`config.mk`:
```
export PLATFORM = sky130hd
export DESIGN_NAME = bcd_formatter
export DESIGN_NICKNAME = d
export VERILOG_FILES = /design/src/rtl/bcd_fmt_pkg.sv /design/src/rtl/bcd_formatter_add3.sv /design/src/rtl/bcd_formatter.sv
export SDC_FILE = /design/constraint.sdc
export NUM_CORES = 1
export LEC_CHECK = 0
export ABC_CLOCK_PERIOD_IN_PS = 2300
export BUFFER_PORTS_ARGS = -buffer_cell sky130_fd_sc_hd__buf_2
export CORE_MARGIN = 2
export CORE_UTILIZATION = 55
export DETAILED_ROUTE_END_ITERATION = 6
export PLACE_DENSITY = 0.86
export SYNTH_ARGS = -nofsm -noshare
export SYNTH_HDL_FRONTEND = slang
export SYNTH_HIERARCHICAL = 1
export SYNTH_SLANG_ARGS = --single-unit
```
`constraint.sdc`:
```
create_clock -name clk -period 2.3 [get_ports clk]
set_input_delay 0.345 -clock clk [delete_from_list [all_inputs] [get_ports clk]]
set_output_delay 0.345 -clock clk [all_outputs]
set_load 0.05 [all_outputs]
```
`src/rtl/bcd_fmt_pkg.sv`:
```
// -----------------------------------------------------------------------------
// bcd_fmt_pkg
// Shared types and constants for the bcd_formatter block.
//   state_t  : converter FSM states (IDLE / SHIFT / DONE)
//   SIGN_POS : sign nibble shown as blank/zero
//   SIGN_NEG : sign nibble shown as minus
//   MAG_MAX  : largest magnitude the three display digits can show
//   BCD_W    : width of the packed BCD accumulator and output word
// Optional feature macro used by the block: BCD_FMT_SAT_EN
// -----------------------------------------------------------------------------
package bcd_fmt_pkg;

  typedef enum logic [1:0] {
    IDLE  = 2'd0,
    SHIFT = 2'd1,
    DONE  = 2'd2
  } state_t;

  localparam logic [3:0]  SIGN_POS = 4'h0;
  localparam logic [3:0]  SIGN_NEG = 4'h1;
  localparam int unsigned MAG_MAX  = 999;
  localparam int          BCD_W    = 16;

endpackage : bcd_fmt_pkg

```
`src/rtl/bcd_formatter_add3.sv`:
```
// -----------------------------------------------------------------------------
// bcd_add3
// Combinational double-dabble digit correction: a BCD digit of 5 or more gets
// +3 so that the following left shift carries correctly into the next digit.
// Ports:
//   digit_i [3:0] : BCD digit before correction
//   digit_o [3:0] : corrected digit
// -----------------------------------------------------------------------------
module bcd_add3 (
  input  logic [3:0] digit_i,
  output logic [3:0] digit_o
);

  assign digit_o = (digit_i >= 4'd5) ? (digit_i + 4'd3) : digit_i;

endmodule : bcd_add3

```
`src/rtl/bcd_formatter.sv`:
```
// -----------------------------------------------------------------------------
// bcd_formatter
// Sequential signed-binary (tenths) to packed-BCD converter for the four-digit
// seven-segment driver. Converts iteratively with shift-and-add-3 and presents
// {sign, decade, unit, tenth}, held stable between conversions.
//
// Parameters:
//   IN_W : input width, two's complement, 4..16
// Ports:
//   clk      : clock, rising edge
//   rstn     : synchronous active-low reset
//   in_data  : signed value in tenths
//   in_valid : conversion request (held until in_ready)
//   in_ready : idle, a request is accepted on this edge
//   data     : {sign, decade, unit, tenth}, registered
//   done     : one-cycle pulse when data updates
//   ovf      : magnitude was clamped to 999 (only with BCD_FMT_SAT_EN)
//
// Optional feature macro: BCD_FMT_SAT_EN
//   defined   : magnitudes above 999 clamp to 999 and raise ovf
//   undefined : thousands digit is dropped (magnitude modulo 1000), no ovf port
// -----------------------------------------------------------------------------
module bcd_formatter
  import bcd_fmt_pkg::*;
#(
  parameter int IN_W = 12
) (
  input  logic             clk,
  input  logic             rstn,
  input  logic [IN_W-1:0]  in_data,
  input  logic             in_valid,
  output logic             in_ready,
  output logic [BCD_W-1:0] data,
  output logic             done
`ifdef BCD_FMT_SAT_EN
  ,
  output logic             ovf
`endif
);

  // One extra bit so that -2^(IN_W-1) has an exact magnitude.
  localparam int MAG_W = IN_W + 1;
  // The BCD accumulator sits directly above the magnitude so a single left
  // shift of the whole vector moves the next binary bit into the BCD digits.
  localparam int ACC_W = BCD_W + MAG_W;
  localparam int CNT_W = 5;

  state_t             state_q, state_d;
  logic [ACC_W-1:0]   acc_q, acc_d;
  logic [CNT_W-1:0]   cnt_q, cnt_d;
  logic               sign_q, sign_d;
  logic [BCD_W-1:0]   data_q, data_d;
  logic               done_q, done_d;

  logic [MAG_W-1:0]   in_ext;
  logic [MAG_W-1:0]   mag_raw;
  logic [MAG_W-1:0]   mag_load;
  logic [BCD_W-1:0]   bcd_corr;
  logic [ACC_W-1:0]   acc_corr;

  // ---------------------------------------------------------------------------
  // Magnitude of the incoming sample
  // ---------------------------------------------------------------------------
  assign in_ext  = {in_data[IN_W-1], in_data};
  assign mag_raw = in_data[IN_W-1] ? (-in_ext) : in_ext;

`ifdef BCD_FMT_SAT_EN
  logic clamp;
  logic sat_q, sat_d;
  logic ovf_q, ovf_d;

  assign clamp    = (17'(mag_raw) > 17'(MAG_MAX));
  assign mag_load = clamp ? MAG_W'(MAG_MAX) : mag_raw;
  assign ovf      = ovf_q;
`else
  assign mag_load = mag_raw;
`endif

  // ---------------------------------------------------------------------------
  // Per-digit add-3 correction of the BCD part of the accumulator
  // ---------------------------------------------------------------------------
  for (genvar gi = 0; gi < BCD_W / 4; gi++) begin : g_digit
    bcd_add3 u_add3 (
      .digit_i (acc_q[MAG_W + 4*gi +: 4]),
      .digit_o (bcd_corr[4*gi +: 4])
    );
  end

  assign acc_corr = {bcd_corr, acc_q[MAG_W-1:0]};

  // ---------------------------------------------------------------------------
  // State register
  // ---------------------------------------------------------------------------
  always_ff @(posedge clk) begin
    if (!rstn) begin
      state_q <= IDLE;
      acc_q   <= '0;
      cnt_q   <= '0;
      sign_q  <= 1'b0;
      data_q  <= '0;
      done_q  <= 1'b0;
`ifdef BCD_FMT_SAT_EN
      sat_q   <= 1'b0;
      ovf_q   <= 1'b0;
`endif
    end else begin
      state_q <= state_d;
      acc_q   <= acc_d;
      cnt_q   <= cnt_d;
      sign_q  <= sign_d;
      data_q  <= data_d;
      done_q  <= done_d;
`ifdef BCD_FMT_SAT_EN
      sat_q   <= sat_d;
      ovf_q   <= ovf_d;
`endif
    end
  end

  // ---------------------------------------------------------------------------
  // Next-state logic
  // ---------------------------------------------------------------------------
  always_comb begin
    state_d = state_q;
    acc_d   = acc_q;
    cnt_d   = cnt_q;
    sign_d  = sign_q;
    data_d  = data_q;
    done_d  = 1'b0;
`ifdef BCD_FMT_SAT_EN
    sat_d   = sat_q;
    ovf_d   = ovf_q;
`endif

    case (state_q)
      IDLE: begin
        if (in_valid) begin
          sign_d  = in_data[IN_W-1];
          acc_d   = {{BCD_W{1'b0}}, mag_load};
          cnt_d   = '0;
`ifdef BCD_FMT_SAT_EN
          sat_d   = clamp;
`endif
          state_d = SHIFT;
        end
      end

      SHIFT: begin
        acc_d = acc_corr << 1;
        cnt_d = cnt_q + CNT_W'(1);
        // cnt_q == IN_W marks the MAG_W-th shift.
        if (cnt_q == CNT_W'(IN_W)) begin
          state_d = DONE;
        end
      end

      DONE: begin
        // Thousands digit (top nibble of the accumulator) is not shown.
        data_d  = {sign_q ? SIGN_NEG : SIGN_POS, acc_q[MAG_W +: 12]};
        done_d  = 1'b1;
`ifdef BCD_FMT_SAT_EN
        ovf_d   = sat_q;
`endif
        state_d = IDLE;
      end

      default: begin
        state_d = IDLE;
      end
    endcase
  end

  assign in_ready = (state_q == IDLE);
  assign data     = data_q;
  assign done     = done_q;

endmodule : bcd_formatter

```
==> results.md, run 1 <==
Outcome:
- The flow ran to the end, and the final reports show no timing, DRC or antenna violations.

Clock network:
- The quantity of gates resized following cts is 0.
- The count of hold-fix buffers inserted at cts is 0.
- The number of clock sinks seen by CTS is 47.
- The clock root buffer is clkbuf_8.
- CTS built an H-tree with a depth of 2.
- The latest clock arrival within the worst-skew pair is around 300 ps.
- TritonCTS built the clock tree.
- The post-CTS setup buffer count is 0.
- Clock-pin slew was measured on the worst setup and hold paths at 80 ps.
- The clock passes through at most 2 buffers.
- Buffers inserted during clock tree synthesis total 5.

Timing:
- The number of failing setup endpoints in the final timing report is 0.
- The number of failing hold endpoints at the final stage is 0.
- Across the routed clock network, the largest skew measured is approximately 4.4 ps.
- The final critical path takes up between 70% and 80% of the cycle.
- In the final timing run, aggregate negative setup slack is 0 ps.
- The headroom to the max-slew limit is just over 60%.
- The slew at the pin closest to its max-slew limit is approximately 580 ps.
- Based on the critical path, the design can be clocked at up to 0.582 GHz.
- The max-slew violation total from the final report is 0.
- Counting I/O delays and the setup requirement, the final critical path takes between 1500 and 2000 ps.
- Setup repair after global routing left no endpoint under its margin.

Floorplan:
- The initial core utilization is between 50% and 60%.
- The core area is between 4000 and 5000 um2.
- The die is 69.3 um tall.
- The floorplan has 23 rows.
- The I/O pin total is 33.
- The die span in x is ~70 um.
- The die outline area is 4810 um2.

Drt:
- For this block, the initial DRC count from the detailed router was 82.
- After detailed routing, the total wire length is ~4500 um.
- For this run, design rule violations remaining after detail routing come to 0.
- In this run the remaining antenna-violating nets after routing total 0.
- The total vias in the final route is ~1900.
- Using the TritonRoute via totals, the vias-per-cell ratio works out to between 5 and 6.
- The pre-antenna-repair detailed-routing pass consisted of 4 iterations.
- The detailed-route wire length per cell is around 13 um.

Finish:
- The filler cells instantiated in the layout total 345.
- The most frequent standard cell in the layout excluding fill and tap cells is nand2_1.
- The number of nets in the finished design is ~320.
- The final antenna diode count is 0.
- The top cell types in the final layout, fill and taps aside, are nand2_1 (54), dfxtp_1 (47), buf_2 (29), a22o_1 (22).
- The post-route netlist has 17.6% of its cells at a drive strength greater than 1.
- At the end of the flow the core is filled with cells to 64.3%.
- The growth of design area from synthesis to finish is 11.1%.

Logic synthesis:
- Counting every instance in the synthesized netlist gives 270.
- A synthesized cell averages 8.70 um2.
- The number of warnings printed during yosys synthesis is 6.
- The area of the mapped netlist is roughly 2300 um2.

Place:
- The last weighted congestion value of the routability-driven placer is 0.820.
- Buffers placed on the I/O ports in this run total 29.
- The HPWL reported at the end of detailed placement is 3210 um.

Critical path:
- Across all register-to-register paths, the minimum setup slack is ~580 ps.
- In this run the critical register-to-register path is launched from state_q[0].
- The type of the setup path with the least slack is reg -> reg.
- For the worst setup path, the data arrival time is 1960 ps.
- The worst endpoint required time is about 2500 ps.
- The number of cells traversed by the worst register-to-register path is 3.
- The endpoint identified for the worst register-to-register timing path is acc_q[14].
- The worst setup path is launched from a flop.
- The worst setup path is captured at a flop.
- Of all nets on the critical path, the largest fanout is 15.

Worst hold path:
- The depth of the worst hold-timing path is 3.
- The min-delay analysis places its worst path in the category in -> reg.
- In this run the most critical hold path is launched from in_data[10].
- The worst min-delay path endpoint is acc_q[10].

Global routing:
- Entering global routing, the biggest net connects 24 pins.
- The via count of the first global-routing pass is 1700.
- The number of antenna violations at the first check in global routing came to 0.
- Global routing finished with a remaining overflow of 0.
- Global routing used between 10% and 20% of the available tracks.
- The global-route wire length before repair is approximately 7300 um.

Power and ir drop:
- The analysis attributes to cell leakage a power of approximately 1.1 nW.
- Power spread over the standard cell area amounts to between 600 and 700 nW/um2.
- The worst-case IR drop observed on VDD is roughly 0.00029 V.

Run:
- The max-capacitance violation count is 0.
-- worst max path at each step --
stage               slack, ps       start  cells past startpoint         to
global route              480  state_q[0]                      3  acc_q[17]
detailed placement        530  in_data[8]                      5  acc_q[11]
finish                    580  state_q[0]                      3  acc_q[14]
CTS                       610  state_q[0]                      3  acc_q[14]
floorplan                 580  state_q[0]                      5   acc_q[9]
global placement          550  in_data[4]                      5   acc_q[9]
-- flip-flops by register name, indices dropped and copies added (netlist names) --
signal   flops
data        13
state_q      2
done         1
sign_q       1
cnt_q        5
acc_q       25
-- area by class of cell --
class / count / area, um2 / area share, %
tap: 50 / 62.6 / 2.40
multi-input combinational: 198 / 1290 / 49.5
timing repair buffer: 33 / 175 / 6.71
inverter: 10 / 37.5 / 1.44
clock buffer: 8 / 100 / 3.84
sequential: 47 / 941 / 36.1
-- report_power, final --
group	switching, mW	internal (mW)	leakage (nW)	total, mW
clock	0.265	0.274	0.0515	0.540
combinational	0.107	0.0688	0.650	0.175
sequential	0.0181	0.837	0.381	0.855
-- through the flow --
| stage | instances | worst slack (ps) | power (mW) | area (um2) | hold WS [ps] |
|---|---|---|---|---|---|
| after floorplan | 272 | 579 | 1.00 | 2360 | 425 |
| after global placement | 338 | 549 | 1.04 | 2510 | 447 |
| after global routing | 346 | 480 | 1.63 | 2610 | 361 |
| after detailed placement | 338 | 526 | 1.05 | 2510 | 452 |
| final | 346 | 581 | 1.57 | 2610 | 344 |
| after CTS | 346 | 608 | 1.58 | 2610 | 341 |
-- metal layers --
metal	part of all wire [%]	vias up	track usage [%]
li1	-	965	-
met1	49	864	22.6
met2	47	35	32.7
met3	3.2	4	5.38
met4	0.96	0	7.19
met5	0	-	0
-- critical path, cell delays in order, from the launching register on --
cell	delay, ps
dfxtp_1	510
nor2b_1	350
and2_1	550
a22o_1	250
Power figures use the tool's default switching activity.
==> run 2, diff against run 1 <==
--- a/config.mk
+++ b/config.mk
@@ -5,7 +5,7 @@
 export SDC_FILE = /design/constraint.sdc
 export NUM_CORES = 1
 export LEC_CHECK = 0
-export ABC_CLOCK_PERIOD_IN_PS = 2300
+export ABC_CLOCK_PERIOD_IN_PS = 1700
 export BUFFER_PORTS_ARGS = -buffer_cell sky130_fd_sc_hd__buf_2
 export CORE_MARGIN = 2
 export CORE_UTILIZATION = 55
==> constraint.sdc (replaced) <==
create_clock -name clk -period 1.7 [get_ports clk]
set_input_delay 0.255 -clock clk [delete_from_list [all_inputs] [get_ports clk]]
set_output_delay 0.255 -clock clk [all_outputs]
set_load 0.05 [all_outputs]
==> results.md, run 2 (synthesized netlist as in run 1, its figures left out) <==
Drt:
- The detailed-route wire length per cell is 12.9 um (about the same).
- The number of remaining DRC errors was 0 (unchanged).
- The total vias in the final route is 1910 (was 1868).
- The number of vias per cell is 5.46 (was 5.40).
- The post-detailed-routing wire length is 4530 um (was 4480 um).
- The iteration count of the initial detailed-routing pass is 5 (was 4).
- The initial detailed-routing violation count is 108 (was 82).
- The remaining antenna violation count after routing was 0 (unchanged).

Floorplan:
- The vertical die dimension is 69.3 um (unchanged).
- The site row count was 23 (unchanged).
- The die span in x is 69.3 um (unchanged).
- The die outline area is 4810 um2 (unchanged).
- The core area is 4060 um2 (unchanged).
- The initial core utilization is 57.9% (unchanged).
- The I/O pin total is 33 (unchanged).

Clock network:
- The count of hold-fix buffers inserted at cts came to 0 (unchanged).
- The number of clock sinks seen by CTS is 47 (unchanged).
- The quantity of gates resized following cts is 0 (unchanged).
- The clock-pin slew on the worst setup and hold paths is 90 ps (was 80 ps).
- The number of CTS-inserted buffers is 5 (unchanged).
- The post-CTS setup buffer count is 0 (unchanged).
- The number of H-tree levels came to 2 (unchanged).
- The latest clock arrival within the worst-skew pair is 300 ps (about the same).
- The maximum buffer depth of the clock tree is 2 (unchanged).
- The clock tree from TritonCTS is yes (unchanged).
- The clock root buffer was clkbuf_8 (unchanged).

Timing:
- The maximum operating frequency was 0.643 GHz (was 0.582 GHz).
- The number of failing hold endpoints at the final stage is 0 (unchanged).
- The number of failing setup endpoints in the final timing report is 0 (unchanged).
- The minimum hold slack was 254 ps (was 344 ps).
- Setup repair after global routing missed its margin: false (unchanged).
- The minimum clock period was 1560 ps (was 1720 ps).
- The setup TNS after final layout came to 0 ps (unchanged).
- The headroom to the max-slew limit came to 60.7% (was 61.4%).
- The slew at the pin closest to its max-slew limit is 590 ps (was 579 ps).
- The max-slew violation total from the final report was 0 (unchanged).
- The clock skew after layout is 7.61 ps (was 4.41 ps).
- The post-route clock period utilization is 91.5% (was 74.7%).

Global routing:
- The pin count of the biggest net entering global routing is 32 (was 24).
- The via count of the first global-routing pass is 1743 (was 1700).
- The global-route wire length before repair is 7800 um (was 7340 um).
- The number of antenna violations at the first check in global routing is 0 (unchanged).
- The aggregate global routing overflow is 0 (unchanged).
- The overall global routing resource usage was 19.8% (was 19.1%).

Finish:
- The total of fill cells in the finished design is 348 (was 345).
- The number of nets in the finished design is 323 (was 319).
- The growth of design area from synthesis to finish is 13.4% (was 11.1%).
- The final non-filler cell total is 350 (was 346).
- The largest register by flop count is acc_q (unchanged).
- Commonest non-fill, non-tap cells in the layout: nand2_1 (54), dfxtp_1 (47), buf_2 (29), a22o_1 (22) (unchanged).
- The final antenna diode count is 0 (unchanged).
- The most frequent standard cell in the layout excluding fill and tap cells was nand2_1 (unchanged).
- The number of flip-flops under the largest register name is 25 (unchanged).
- The share of cells above drive strength 1 is 19.3% (was 17.6%).

Critical path:
- The delay contributed by the slowest stage of the critical path is 510 ps (was 550 ps).
- The type of the setup path with the least slack is reg -> reg (unchanged).
- The category of cells accounting for the largest share of critical-path delay was simple AND/OR/NAND/NOR gates (unchanged).
- The largest fanout on the critical path is 5 (was 15).
- Critical-path cell list: or3b_4, or4b_1, o21ai_1, and2_1 (was nor2b_1, and2_1, a22o_1).
- The arrival time of data at the critical path endpoint was 1810 ps (was 1960 ps).
- The total buffers and inverters traversed by the critical path was 0 (unchanged).
- The startpoint class of the critical path is a flop (unchanged).
- The worst endpoint required time came to 1960 ps (was 2540 ps).
- The slowest library cell on the worst path is or4b_1 (was and2_1).
- The element type at the critical path end is a flop (unchanged).

Power and ir drop:
- The worst IR drop on VDD is 0.000475 V (was 0.000286 V).
- The power per standard cell area is 856 nW/um2 (was 602 nW/um2).
- The leakage dissipation is 1.11 nW (was 1.08 nW).

Outcome:
- Status: finished clean (unchanged).

Place:
- The count of buffers inserted at the top-level ports is 29 (unchanged).
- The HPWL reported at the end of detailed placement was 3260 um (was 3210 um).
- The instance count after placement with tap cells included is 342 (was 338).
- The last weighted congestion value of the routability-driven placer is 0.808 (was 0.820).

Run:
- The max-capacitance violation count was 0 (unchanged).

Worst hold path:
- The class of the tightest hold or removal check is in -> reg (unchanged).
-- run 2: routing by layer --
| metal | track usage, % | wire length (um) | vias to the layer above |
|---|---|---|---|
| met2 | 33.3 | 2190 | 41 |
| met4 | 5.66 | 58 | 0 |
| li1 | - | - | 976 |
| met5 | 0 | 0 | - |
| met1 | 25.5 | 2090 | 885 |
| met3 | 4.22 | 192 | 8 |
-- run 2: final timing paths --
path	cells past startpoint	end	startpoint	slack, ps
setup / recovery	4	acc_q[11]	state_q[1]	140
hold / removal	3	acc_q[4]	in_data[4]	250
setup reg to reg	4	acc_q[11]	state_q[1]	140
hold reg to reg	2	data[5]	data[5]	460
-- run 2: power by group --
group | switching [mW] | total, mW | internal, mW
registers | 0.0195 | 1.15 | 1.13
logic | 0.150 | 0.252 | 0.102
clock network | 0.391 | 0.874 | 0.484
total | 0.560 | 2.28 | 1.72
-- run 2: metrics by stage --
step,total power [mW],cell area [um2],setup WS [ps],utilization [%]
3_5_place_dp,1.43,2540,7.54,62.6
2_1_floorplan,1.36,2360,132,-
4_1_cts,2.29,2660,138,65.6
6_report,2.28,2660,144,65.6
3_3_place_gp,1.42,2540,38.5,62.6
5_1_grt,2.36,2660,89.7,65.6
-- run 2: worst min-delay path, stage by stage --
cell	delay [ps]
buf_2	100
xnor2_1	110
o21ai_0	60
-- run 2: area by class of cell --
class / count / area, um2 / area share [%]
clock buffer: 6 / 82.6 / 3.10
clock inverter: 2 / 38.8 / 1.46
inverter: 10 / 37.5 / 1.41
multi-input combinational: 198 / 1290 / 48.6
sequential: 47 / 941 / 35.3
tap: 50 / 62.6 / 2.35
timing repair buffer: 37 / 205 / 7.71
==> run 3, diff against run 2 <==
--- a/config.mk
+++ b/config.mk
@@ -13,5 +13,4 @@
 export PLACE_DENSITY = 0.86
 export SYNTH_ARGS = -nofsm -noshare
 export SYNTH_HDL_FRONTEND = slang
-export SYNTH_HIERARCHICAL = 1
 export SYNTH_SLANG_ARGS = --single-unit
==> results.md, run 3 <==
Drt:
- The number of vias per cell came to 5.57 (was 5.46).
- The post-detailed-routing wire length was 4600 um (was 4530 um).
- The initial detailed-routing violation count is 140 (was 108).
- The number of remaining DRC errors is 0 (unchanged).
- The total vias in the final route is 2017 (was 1910).
- The remaining antenna violation count after routing came to 0 (unchanged).
- The detailed-route wire length per cell is 12.7 um (was 12.9 um).
- The iteration count of the initial detailed-routing pass was 5 (unchanged).

Place:
- The HPWL reported at the end of detailed placement is 3090 um (was 3260 um).
- The instance count after placement with tap cells included is 354 (was 342).
- The count of buffers inserted at the top-level ports is 29 (unchanged).
- The last weighted congestion value of the routability-driven placer is 0.831 (was 0.808).

Logic synthesis:
- Ranked by instance count, the synthesized netlist is headed by dfxtp_1 (47), nand2_1 (45), a21oi_1 (37).
- Summing the areas of all fa, ha and maj instances in the mapped netlist gives under 10% of the synthesized area.
- The primary flip-flop cell chosen by synthesis mapping is dfxtp_1.
- The area of the mapped netlist was 2240 um2 (was 2350 um2).
- dfxtp_1 takes more of the synthesized area than any other cell.
- Of the post-synthesis cell area, the part taken by muxes is under 10%.
- The share of synthesized flip-flops with an asynchronous set or reset is 0%.
- Yosys mapped the design onto 34 distinct sky130hd cell types.
- The post-synthesis cell count is 280 (was 270).
- The number of synthesized flops with an enable pin is 0.
- The synthesized area per cell came to 7.99 um2 (was 8.70 um2).
- In this run, synthesis produced a sequential element count of 47.
- By area the synthesized netlist is led by dfxtp_1 (42%), a21oi_1 (8.3%), nand2_1 (7.5%), ha_1 (5.0%), a22oi_1 (4.0%).
- Sequential elements use between 40% and 50% of the synthesized area.
- The compound-cell area share of the yosys netlist is 18.2%.
- The number of warnings printed during yosys synthesis is 0 (was 6).
- The combinational family with the most area after synthesis is simple AND/OR/NAND/NOR gates.
- Yosys instantiated no cell more often than dfxtp_1.
- The xor/xnor share of the synthesized area is under 10%.
- The top cell type by area accounts for a little over two fifths of the synthesized area.
- The post-synthesis share of cell area spent on and, or, nand and nor gates is between 20% and 30%.

Worst hold path:
- The depth of the worst hold-timing path is 2 (was 3).
- The class of the tightest hold or removal check is in -> reg (unchanged).

Timing:
- The clock skew after layout was 4.64 ps (was 7.61 ps).
- The headroom to the max-slew limit is 57.8% (was 60.7%).
- The maximum operating frequency is 0.626 GHz (was 0.643 GHz).
- Setup repair after global routing missed its margin: false (unchanged).
- The post-route clock period utilization is 94.0% (was 91.5%).
- The setup TNS after final layout was 0 ps (unchanged).
- The slew at the pin closest to its max-slew limit came to 632 ps (was 590 ps).
- The max-slew violation total from the final report came to 0 (unchanged).
- The number of failing setup endpoints in the final timing report is 0 (unchanged).
- The minimum clock period was 1600 ps (was 1560 ps).
- The number of failing hold endpoints at the final stage is 0 (unchanged).

Clock network:
- The clock root buffer is clkbuf_8 (unchanged).
- The maximum buffer depth of the clock tree came to 2 (unchanged).
- The latest clock arrival within the worst-skew pair is 300 ps (about the same).
- The number of clock sinks seen by CTS was 47 (unchanged).
- The count of hold-fix buffers inserted at cts came to 0 (unchanged).
- The number of CTS-inserted buffers is 5 (unchanged).
- The number of H-tree levels is 2 (unchanged).
- The post-CTS setup buffer count is 0 (unchanged).
- The clock-pin slew on the worst setup and hold paths is 80 ps (was 90 ps).
- The clock tree from TritonCTS was yes (unchanged).

Critical path:
- The worst endpoint required time is 1950 ps (was 1960 ps).
- The startpoint class of the critical path is a flop (unchanged).
- The arrival time of data at the critical path endpoint came to 1850 ps (was 1810 ps).
- The slowest library cell on the worst path is dfxtp_2 (was or4b_1).
- The delay contributed by the slowest stage of the critical path was 350 ps (was 510 ps).
- The element type at the critical path end is a flop (unchanged).
- Critical-path cell list: inv_1, ha_1, nand2b_1, a21oi_2, mux2_2, o21ai_0, and2_1 (was or3b_4, or4b_1, o21ai_1, and2_1).
- The number of cells traversed by the worst register-to-register path is 7 (was 4).
- The type of the setup path with the least slack is reg -> reg (unchanged).
- The largest fanout on the critical path is 4 (was 5).

Global routing:
- The global-route wire length before repair was 7580 um (was 7800 um).
- The overall global routing resource usage is 21.7% (was 19.8%).
- The aggregate global routing overflow is 0 (unchanged).
- The via count of the first global-routing pass is 1728 (was 1743).
- The number of antenna violations at the first check in global routing is 0 (unchanged).
- The pin count of the biggest net entering global routing is 41 (was 32).

Power and ir drop:
- The leakage dissipation is 1.02 nW (was 1.11 nW).
- The switching power is 0.554 mW (was 0.560 mW).
- The power per standard cell area is 863 nW/um2 (was 856 nW/um2).
- The net switching share of the total power is 24.7% (was 24.6%).
- The worst IR drop on VDD is 0.000597 V (was 0.000475 V).
- The clock network fraction of design power is 38.0% (was 38.4%).
- The cell internal power dissipation was 1.69 mW (was 1.72 mW).
- The portion of total power attributed to sequential cells is 51.2% (was 50.6%).
- The combinational cell fraction of total power is 10.9% (was 11.0%).
- The total power after layout is 2.24 mW (was 2.28 mW).

Floorplan:
- The initial core utilization is 56.4% (was 57.9%).
- The I/O pin total is 33 (unchanged).
- The die span in x is 67.8 um (was 69.3 um).
- The site row count came to 23 (unchanged).
- The core area is 3970 um2 (was 4060 um2).
- The vertical die dimension is 67.8 um (was 69.3 um).
- The die outline area is 4600 um2 (was 4810 um2).

Finish:
- The final design utilization is 65.4% (was 65.6%).
- The share of cells above drive strength 1 is 17.6% (was 19.3%).
- The number of flip-flops under the largest register name is 25 (unchanged).
- The largest register by flop count was acc_q (unchanged).
- The total of fill cells in the finished design is 336 (was 348).
- The growth of design area from synthesis to finish is 16.0% (was 13.4%).
- The final non-filler cell total was 362 (was 350).
- Commonest non-fill, non-tap cells in the layout: nand2_1 (45), dfxtp_1 (45), a21oi_1 (35), buf_2 (29), nor2_1 (20) (was nand2_1 (54), dfxtp_1 (47), buf_2 (29), a22o_1 (22)).
- The final antenna diode count came to 0 (unchanged).
- The number of nets in the finished design was 335 (was 323).

Outcome:
- Status: finished clean (unchanged).

Run:
- The max-capacitance violation count is 0 (unchanged).
==> run 3: worst max-delay path: cells and delay by family (launching register included) <==
family                   cells  cell delay [ps]
AND/OR/NAND/NOR              2              300
flip-flops                   1              350
multiplexers                 1              350
adder cells (fa/ha/maj)      1              170
AO/OA/AOI/OAI                2              300
buffers and inverters        1               70
==> run 3: timing repair <==
item                       4_1_cts  5_1_grt
gates resized for setup          0        4
hold endpoints to repair         0        0
setup endpoints to repair        0        2
==> run 3: cell type report <==
type	count	area [um2]	area share [%]
Multi-Input combinational cell	205	1190	45.8
Tap cell	50	62.6	2.41
Clock inverter	2	35.0	1.35
Clock buffer	6	82.6	3.18
Inverter	12	45.0	1.73
Sequential cell	47	943	36.3
Timing Repair Buffer	40	240	9.25
==> run 3: cells by family (layout without fill, tap and decap cells) <==
logic type,count (synthesis),in the layout
XOR/XNOR,13,13
AND/OR/NAND/NOR,106,106
other,1,3
multiplexers,4,4
flip-flops,47,47
AO/OA/AOI/OAI,70,70
buffers and inverters,30,60
adder cells (fa/ha/maj),9,9
==> run 3: power groups by stage <==
| stage | Sequential [mW] | Clock (mW) | Combinational (mW) |
|---|---|---|---|
| after global routing | 1.15 | 0.919 | 0.271 |
| final | 1.15 | 0.851 | 0.244 |
| after global placement | 1.17 | 0 | 0.237 |
| after CTS | 1.15 | 0.871 | 0.243 |
| after detailed placement | 1.17 | 0 | 0.242 |
| after floorplan | 1.17 | 0 | 0.173 |
==> run 3: layer usage <==
metal  GRT usage [%]  wire length (um)  vias to the layer above
met5               0                 0                        -
met4            7.25                61                        0
met3            5.17               242                        7
met2            37.4              2220                       53
met1            26.4              2080                      944
li1                -                 -                     1013
==> run 3: final timing paths <==
check / from / to / slack (ps)
max: acc_q[14] / acc_q[15] / 100
min: rstn / cnt_q[3] / 240
max reg2reg: acc_q[14] / acc_q[15] / 100
min reg2reg: data[11] / data[11] / 450
==> run 3: per-stage QoR <==
stage | hold WS, ps | area [um2] | setup WS [ps]
6_report | 237 | 2600 | 103
5_1_grt | 233 | 2600 | 1.88
4_1_cts | 228 | 2590 | 80.6
3_5_place_dp | 443 | 2470 | 1.48
3_3_place_gp | 438 | 2470 | 68.0
2_1_floorplan | 373 | 2250 | 19.2
